$ cat src/rtl/registered_ripple_carry_adder.sv
// Registered ripple-carry adder: A + B + Cin through a bit-serial carry chain,
// with sum, unsigned carry (CF) and signed overflow (OF) captured one cycle
// after a qualified input. Baseline for the carry-lookahead comparison.
module registered_ripple_carry_adder #(
    parameter int unsigned DATA_WIDTH = 8
) (
    input  logic                  clk,
    input  logic                  rst,
    input  logic                  in_valid,
    input  logic [DATA_WIDTH-1:0] A,
    input  logic [DATA_WIDTH-1:0] B,
    input  logic                  Cin,
    output logic [DATA_WIDTH-1:0] S,
    output logic                  CF,
    output logic                  OF,
    output logic                  out_valid
);

    // c[i] is the carry into bit i; c[DATA_WIDTH] is the carry out of the MSB.
    logic [DATA_WIDTH:0]   c;
    logic [DATA_WIDTH-1:0] sum;
    logic                  cf;
    logic                  of;

    logic [DATA_WIDTH-1:0] s_q, s_d;
    logic                  cf_q, cf_d;
    logic                  of_q, of_d;
    logic                  valid_q, valid_d;

    // Ripple chain: each iteration is one full-adder cell fed by the previous carry.
    always_comb begin
        c    = '0;
        sum  = '0;
        c[0] = Cin;
        for (int unsigned i = 0; i < DATA_WIDTH; i++) begin
            sum[i]   = A[i] ^ B[i] ^ c[i];
            c[i+1]   = (A[i] & B[i]) | (c[i] & (A[i] ^ B[i]));
        end
    end

    // Flags from the top of the chain; for a 1-bit adder c[DATA_WIDTH-1] is Cin.
    always_comb begin
        cf = c[DATA_WIDTH];
        of = c[DATA_WIDTH] ^ c[DATA_WIDTH-1];
    end

    // Next state: load on a qualified edge, otherwise hold the last result.
    always_comb begin
        s_d     = s_q;
        cf_d    = cf_q;
        of_d    = of_q;
        valid_d = in_valid;
        if (in_valid) begin
            s_d  = sum;
            cf_d = cf;
            of_d = of;
        end
    end

    // Output register; reset clears everything, including a pending result.
    always_ff @(posedge clk or posedge rst) begin
        if (rst) begin
            s_q     <= '0;
            cf_q    <= 1'b0;
            of_q    <= 1'b0;
            valid_q <= 1'b0;
        end else begin
            s_q     <= s_d;
            cf_q    <= cf_d;
            of_q    <= of_d;
            valid_q <= valid_d;
        end
    end

    assign S         = s_q;
    assign CF        = cf_q;
    assign OF        = of_q;
    assign out_valid = valid_q;

endmodule

$ cat config.mk
export PLATFORM = sky130hd
export DESIGN_NAME = registered_ripple_carry_adder
export DESIGN_NICKNAME = d
export VERILOG_FILES = /design/src/rtl/registered_ripple_carry_adder.sv
export SDC_FILE = /design/constraint.sdc
export NUM_CORES = 1
export LEC_CHECK = 0
export CAP_MARGIN = 20
export CORE_MARGIN = 3
export CORE_UTILIZATION = 35
export DETAILED_ROUTE_END_ITERATION = 10
export DONT_BUFFER_PORTS = 1
export PLACE_DENSITY = 0.47
export RECOVER_POWER = 50
export SYNTH_ARGS = -nofsm -noshare
export SYNTH_HDL_FRONTEND = slang
export SYNTH_SLANG_ARGS = --single-unit
$ cat constraint.sdc
create_clock -name clk -period 0.8 [get_ports clk]
set_input_delay 0.16 -clock clk [delete_from_list [all_inputs] [get_ports clk]]
set_output_delay 0.16 -clock clk [all_outputs]
set_load 0.01 [all_outputs]
Word-level counts from Yosys, hierarchy flattened
Cells that the tools add are included.
- bits in registers: 11
- input bits: 20
- bitwise operators: 41
- operators with widths (operator ; number):
    $xor A1 B1 Y1 ; 17
    $and A1 B1 Y1 ; 16
    $or A1 B1 Y1 ; 8

Longest topological paths before layout
- depth in word-level cells: 18
- gate-level depth with buffers: 13
- mapped depth without buffers: 13

Least setup slack after synthesis
No wires, ideal clock.
- path type: input to register
- from: in A[0]
- to: reg of_q (netlist: OF)
- data required time: 675 ps
- buffers on the path: 0
- data arrival time: 3282 ps
- setup slack: -2607 ps
- library setup time: 125 ps
- stages: 13
- path through: fa_1 -> inv_1 -> fa_1 -> inv_1 -> fa_1 -> fa_1 -> fa_1 -> fa_1 -> fa_1 -> inv_1 -> fa_1 -> xnor2_1 -> mux2_4
- word-level cells in the longest chain between the ends: 18
- elaborated cells between the ends (all ways): 19
- those cells by class: bitwise (19)
- RTL lines (what ; line ; source):
    from (decl) ; 10 ; input logic [DATA_WIDTH-1:0] A,
    $xor A1 B1 Y1 ; 37 ; c[i+1] = (A[i] & B[i]) | (c[i] & (A[i] ^ B[i]));
    $and A1 B1 Y1 ; 37 ;
    $or A1 B1 Y1 * ; 37 ;
    $and A1 B1 Y1 * ; 37 ;
    $or A1 B1 Y1 * ; 37 ;
    $and A1 B1 Y1 * ; 37 ;
    $or A1 B1 Y1 * ; 37 ;
    $and A1 B1 Y1 * ; 37 ;
    [... 2 more ...] ; n/a ;
    $or A1 B1 Y1 * ; 37 ;
    $and A1 B1 Y1 * ; 37 ;
    $or A1 B1 Y1 * ; 37 ;
    $and A1 B1 Y1 * ; 37 ;
    $or A1 B1 Y1 * ; 37 ;
    $and A1 B1 Y1 ; 37 ;
    $or A1 B1 Y1 ; 37 ;
    $xor A1 B1 Y1 * ; 44 ; of = c[DATA_WIDTH] ^ c[DATA_WIDTH-1];
    to (signal assigned) ; 65 ; of_q <= 1'b0;
    to (signal assigned) ; 70 ; of_q <= of_d;
    to (decl) ; 27 ; logic of_q, of_d;
Every way passes the cells marked *; elsewhere a longest branch is shown, timed or not.
A chain may end at the register's enable or synchronous reset.

Final worst setup path
- from: in A[0]
- to: reg s_q[7] (netlist: S[7])
- word-level cells in the longest chain between the ends: 16
- elaborated cells between the ends (all ways): 17
- those cells by class: bitwise (17)
- RTL lines (what ; line ; source):
    $xor A1 B1 Y1 ; 37 ;
    $and A1 B1 Y1 ; 37 ;
    $or A1 B1 Y1 * ; 37 ;
    $and A1 B1 Y1 * ; 37 ;
    $or A1 B1 Y1 * ; 37 ;
    $and A1 B1 Y1 * ; 37 ;
    $or A1 B1 Y1 * ; 37 ;
    $and A1 B1 Y1 * ; 37 ;
    $or A1 B1 Y1 * ; 37 ;
    $and A1 B1 Y1 * ; 37 ;
    $or A1 B1 Y1 * ; 37 ;
    $and A1 B1 Y1 * ; 37 ;
    $or A1 B1 Y1 * ; 37 ;
    $and A1 B1 Y1 * ; 37 ;
    $or A1 B1 Y1 * ; 37 ;
    $xor A1 B1 Y1 * ; 36 ; sum[i] = A[i] ^ B[i] ^ c[i];
    to (signal assigned) ; 63 ; s_q <= '0;
    to (signal assigned) ; 68 ; s_q <= s_d;
    to (decl) ; 25 ; logic [DATA_WIDTH-1:0] s_q, s_d;
Marked as above.

==> results.cfg <==
[pwr]
switching_share = 0.274
clock_power_share = 0.208
power_density_mw_per_mm2 = 2140
ir_drop_mv = 0.907
p_int_mw = 1.31
p_sw_mw = 0.494
p_leak_nw = 0.409
power_frac_comb = 0.359
seq_power_share = 0.433

[critical_path]
worstPathArrival_ns = 3.15
cp-end-kind = flop
crit_required_ns = 0.99
critPathLaunchType = input port
critPathKind = in2reg
worst-path-max-fanout = 2

[global_routing]
gr-usage-all-layers = 0.120
grt_pass1_wl_um = 2070
grt_max_degree = 12
grt_antenna_before_repair = 0
grt-ovfl-total = 0
grt_pass1_vias = 406

[cts]
cts_max_level = 1
clk_latency_ns = 0.26
cts_buffers = 3
root_buffer = clkbuf_4
cts_tree = done
clkSinkCount = 11
cts_hold_buf = 1
path_clk_slew_ns = 0.07
clk_path_buf_depth = 2

[synthesis]
synth_top_area_cell = dfrtp_1
synth_edf_count = 0
async_reset_ff_frac = 1.00
yosys_warnings = 0
synth_nets = 70
synth.distinct_cells = 7
synth_cells = 42
netlist.area_leader.share = 0.436
synth_flop_cell = dfrtp_1
synth-seq-cells = 11
ys_seq_area_frac = 0.436
synth.area.top_cells = dfrtp_1 (44%), fa_1 (25%), mux2_4 (17%)
mappedNetlistArea_um2 = 632
avgSynthCellArea_um2 = 15.0
synth_common_cells = dfrtp_1 (11), inv_1 (11), fa_1 (8)

[sta]
fin_crit_sh = 3.70
hold_viol = 3
whs_ns = -0.0815
period_minus_slack_ns = 2.96
clock_skew_ns = 0
finalMaxSlewViolations = 0
rsz0062_at_grt = yes
fmax_mhz = 337
setup_ws_ns = -2.16
setup-violations-final = 21
tightest_slew_ns = 0.439
slew_headroom = 0.707

[detailed_routing]
routed_wl_um = 1230
dr.first_iter.drc_count = 0
via_count = 364
drtPass1Iterations = 1
top_layer = met3
vias_per_cell = 4.33
route.met3.wl_um = 97
wl_met1_um = 440
wl_per_cell_um = 14.6
route.met2.wl_um = 687
drtAntennaViolNets = 0
drc = 0

[min_path]
min_path_type = in2reg

[placement]
numPortBuffers = 0
dp_slack_ns = -2.47
routabilityCongestion = 0.652

[layout]
final_core_util = 0.528
layout.nets = 89
fill_cells = 137
diodes = 0
drive_gt1_frac = 0.583
area_delta_synth_final_pct = 33.3

[die]
die_y_um = 48.5
initial_utilization = 0.396
boundaryPins = 31
dieArea_mm2 = 0.00235
core_mm2 = 0.00159
std_cell_rows = 14
die_w_um = 48.5

[run_status]
violations = hold timing, setup timing
status = finished, violations left

[job]
drv_cap = 0
-- through the flow --
stage | hold WS [ns] | power (mW) | area (µm²) | TNS (ns) | cells
after floorplan | 0.0124 | 1.09 | 652 | -14.55 | 42
after CTS | -0.0932 | 1.81 | 823 | -13.86 | 82
after detailed placement | 0.0774 | 1.28 | 731 | -15.26 | 73
final | -0.0815 | 1.80 | 842 | -13.76 | 84
after global placement | 0.0590 | 1.25 | 731 | -14.91 | 73
after global routing | -0.107 | 1.95 | 842 | -14.79 | 84
-- power by group through the flow --
stage | sequential, mW | clock, mW | combinational [mW]
global placement | 0.769 | 0 | 0.483
detailed placement | 0.774 | 0 | 0.502
floorplan | 0.803 | 0 | 0.282
global route | 0.800 | 0.443 | 0.711
finish | 0.781 | 0.376 | 0.647
CTS | 0.779 | 0.405 | 0.627
-- flip-flops by register name (all words and copies together) (netlist names) --
| register | count |
|---|---|
| CF | 1 |
| out_valid | 1 |
| S | 8 |
| OF | 1 |
-- worst paths after layout --
check                                  from                  end  slack (ns)  cells after the start
max in group asynchronous               rst     S[4]$_DFFE_PP0P_        0.16                      2
max                                    A[0]     S[7]$_DFFE_PP0P_       -2.16                     12
min                                in_valid  out_valid$_DFF_PP0_       -0.08                      0
min in group asynchronous               rst     S[7]$_DFFE_PP0P_        0.33                      2
min reg2reg                S[6]$_DFFE_PP0P_     S[6]$_DFFE_PP0P_        0.54                      1
max reg2reg                S[5]$_DFFE_PP0P_     S[5]$_DFFE_PP0P_       -0.10                      2
-- final cells by class --
class                           count  area (µm²)  area share
Clock buffer                        4        26.3      0.0312
Inverter                           11        41.3      0.0490
Multi-Input combinational cell     19         324       0.385
Sequential cell                    11         275       0.327
Tap cell                           24        30.0      0.0357
Timing Repair Buffer               15         145       0.172
-- critical path, stage by stage --
cell,delay (ns)
fa_2,0.36
inv_2,0.06
fa_2,0.18
inv_2,0.04
fa_2,0.33
fa_2,0.35
fa_2,0.34
fa_2,0.35
fa_2,0.36
inv_2,0.06
fa_2,0.41
mux2i_1,0.14
-- layout by cell type (no fill, tap or decap) --
| master | Yosys | routed |
|---|---|---|
| clkbuf_1 | 0 | 1 |
| mux2_4 | 7 | 7 |
| clkbuf_4 | 0 | 3 |
| mux2i_1 | 3 | 3 |
| buf_6 | 1 | 8 |
| xnor2_1 | 1 | 1 |
| dfrtp_1 | 11 | 11 |
| inv_1 | 11 | 8 |
| inv_2 | 0 | 3 |
| buf_4 | 0 | 6 |
| dlygate4sd3_1 | 0 | 1 |
| fa_2 | 0 | 8 |
-- routing by layer --
metal | GRT usage | vias up
li1 | - | 163
met3 | 0.0460 | 0
met2 | 0.197 | 19
met5 | 0 | -
met1 | 0.138 | 182
met4 | 0.0569 | 0
-- logic make-up after synthesis --
| group | share of synthesized area |
|---|---|
| muxes | 0.214 |
| DFF | 0.436 |
| xor gates and xnor gates | 0.0139 |
| adders and majority gates | 0.253 |
| buffers and inverters | 0.0832 |
-- repair_timing --
| item | in CTS | in global routing |
|---|---|---|
| endpoints found under the hold margin | 15 | 4 |
| resized for setup | 7 | 1 |
| setup endpoints to repair | 20 | 21 |
| buffers inserted | 4 | 2 |
(Power assumes the default switching activity.)
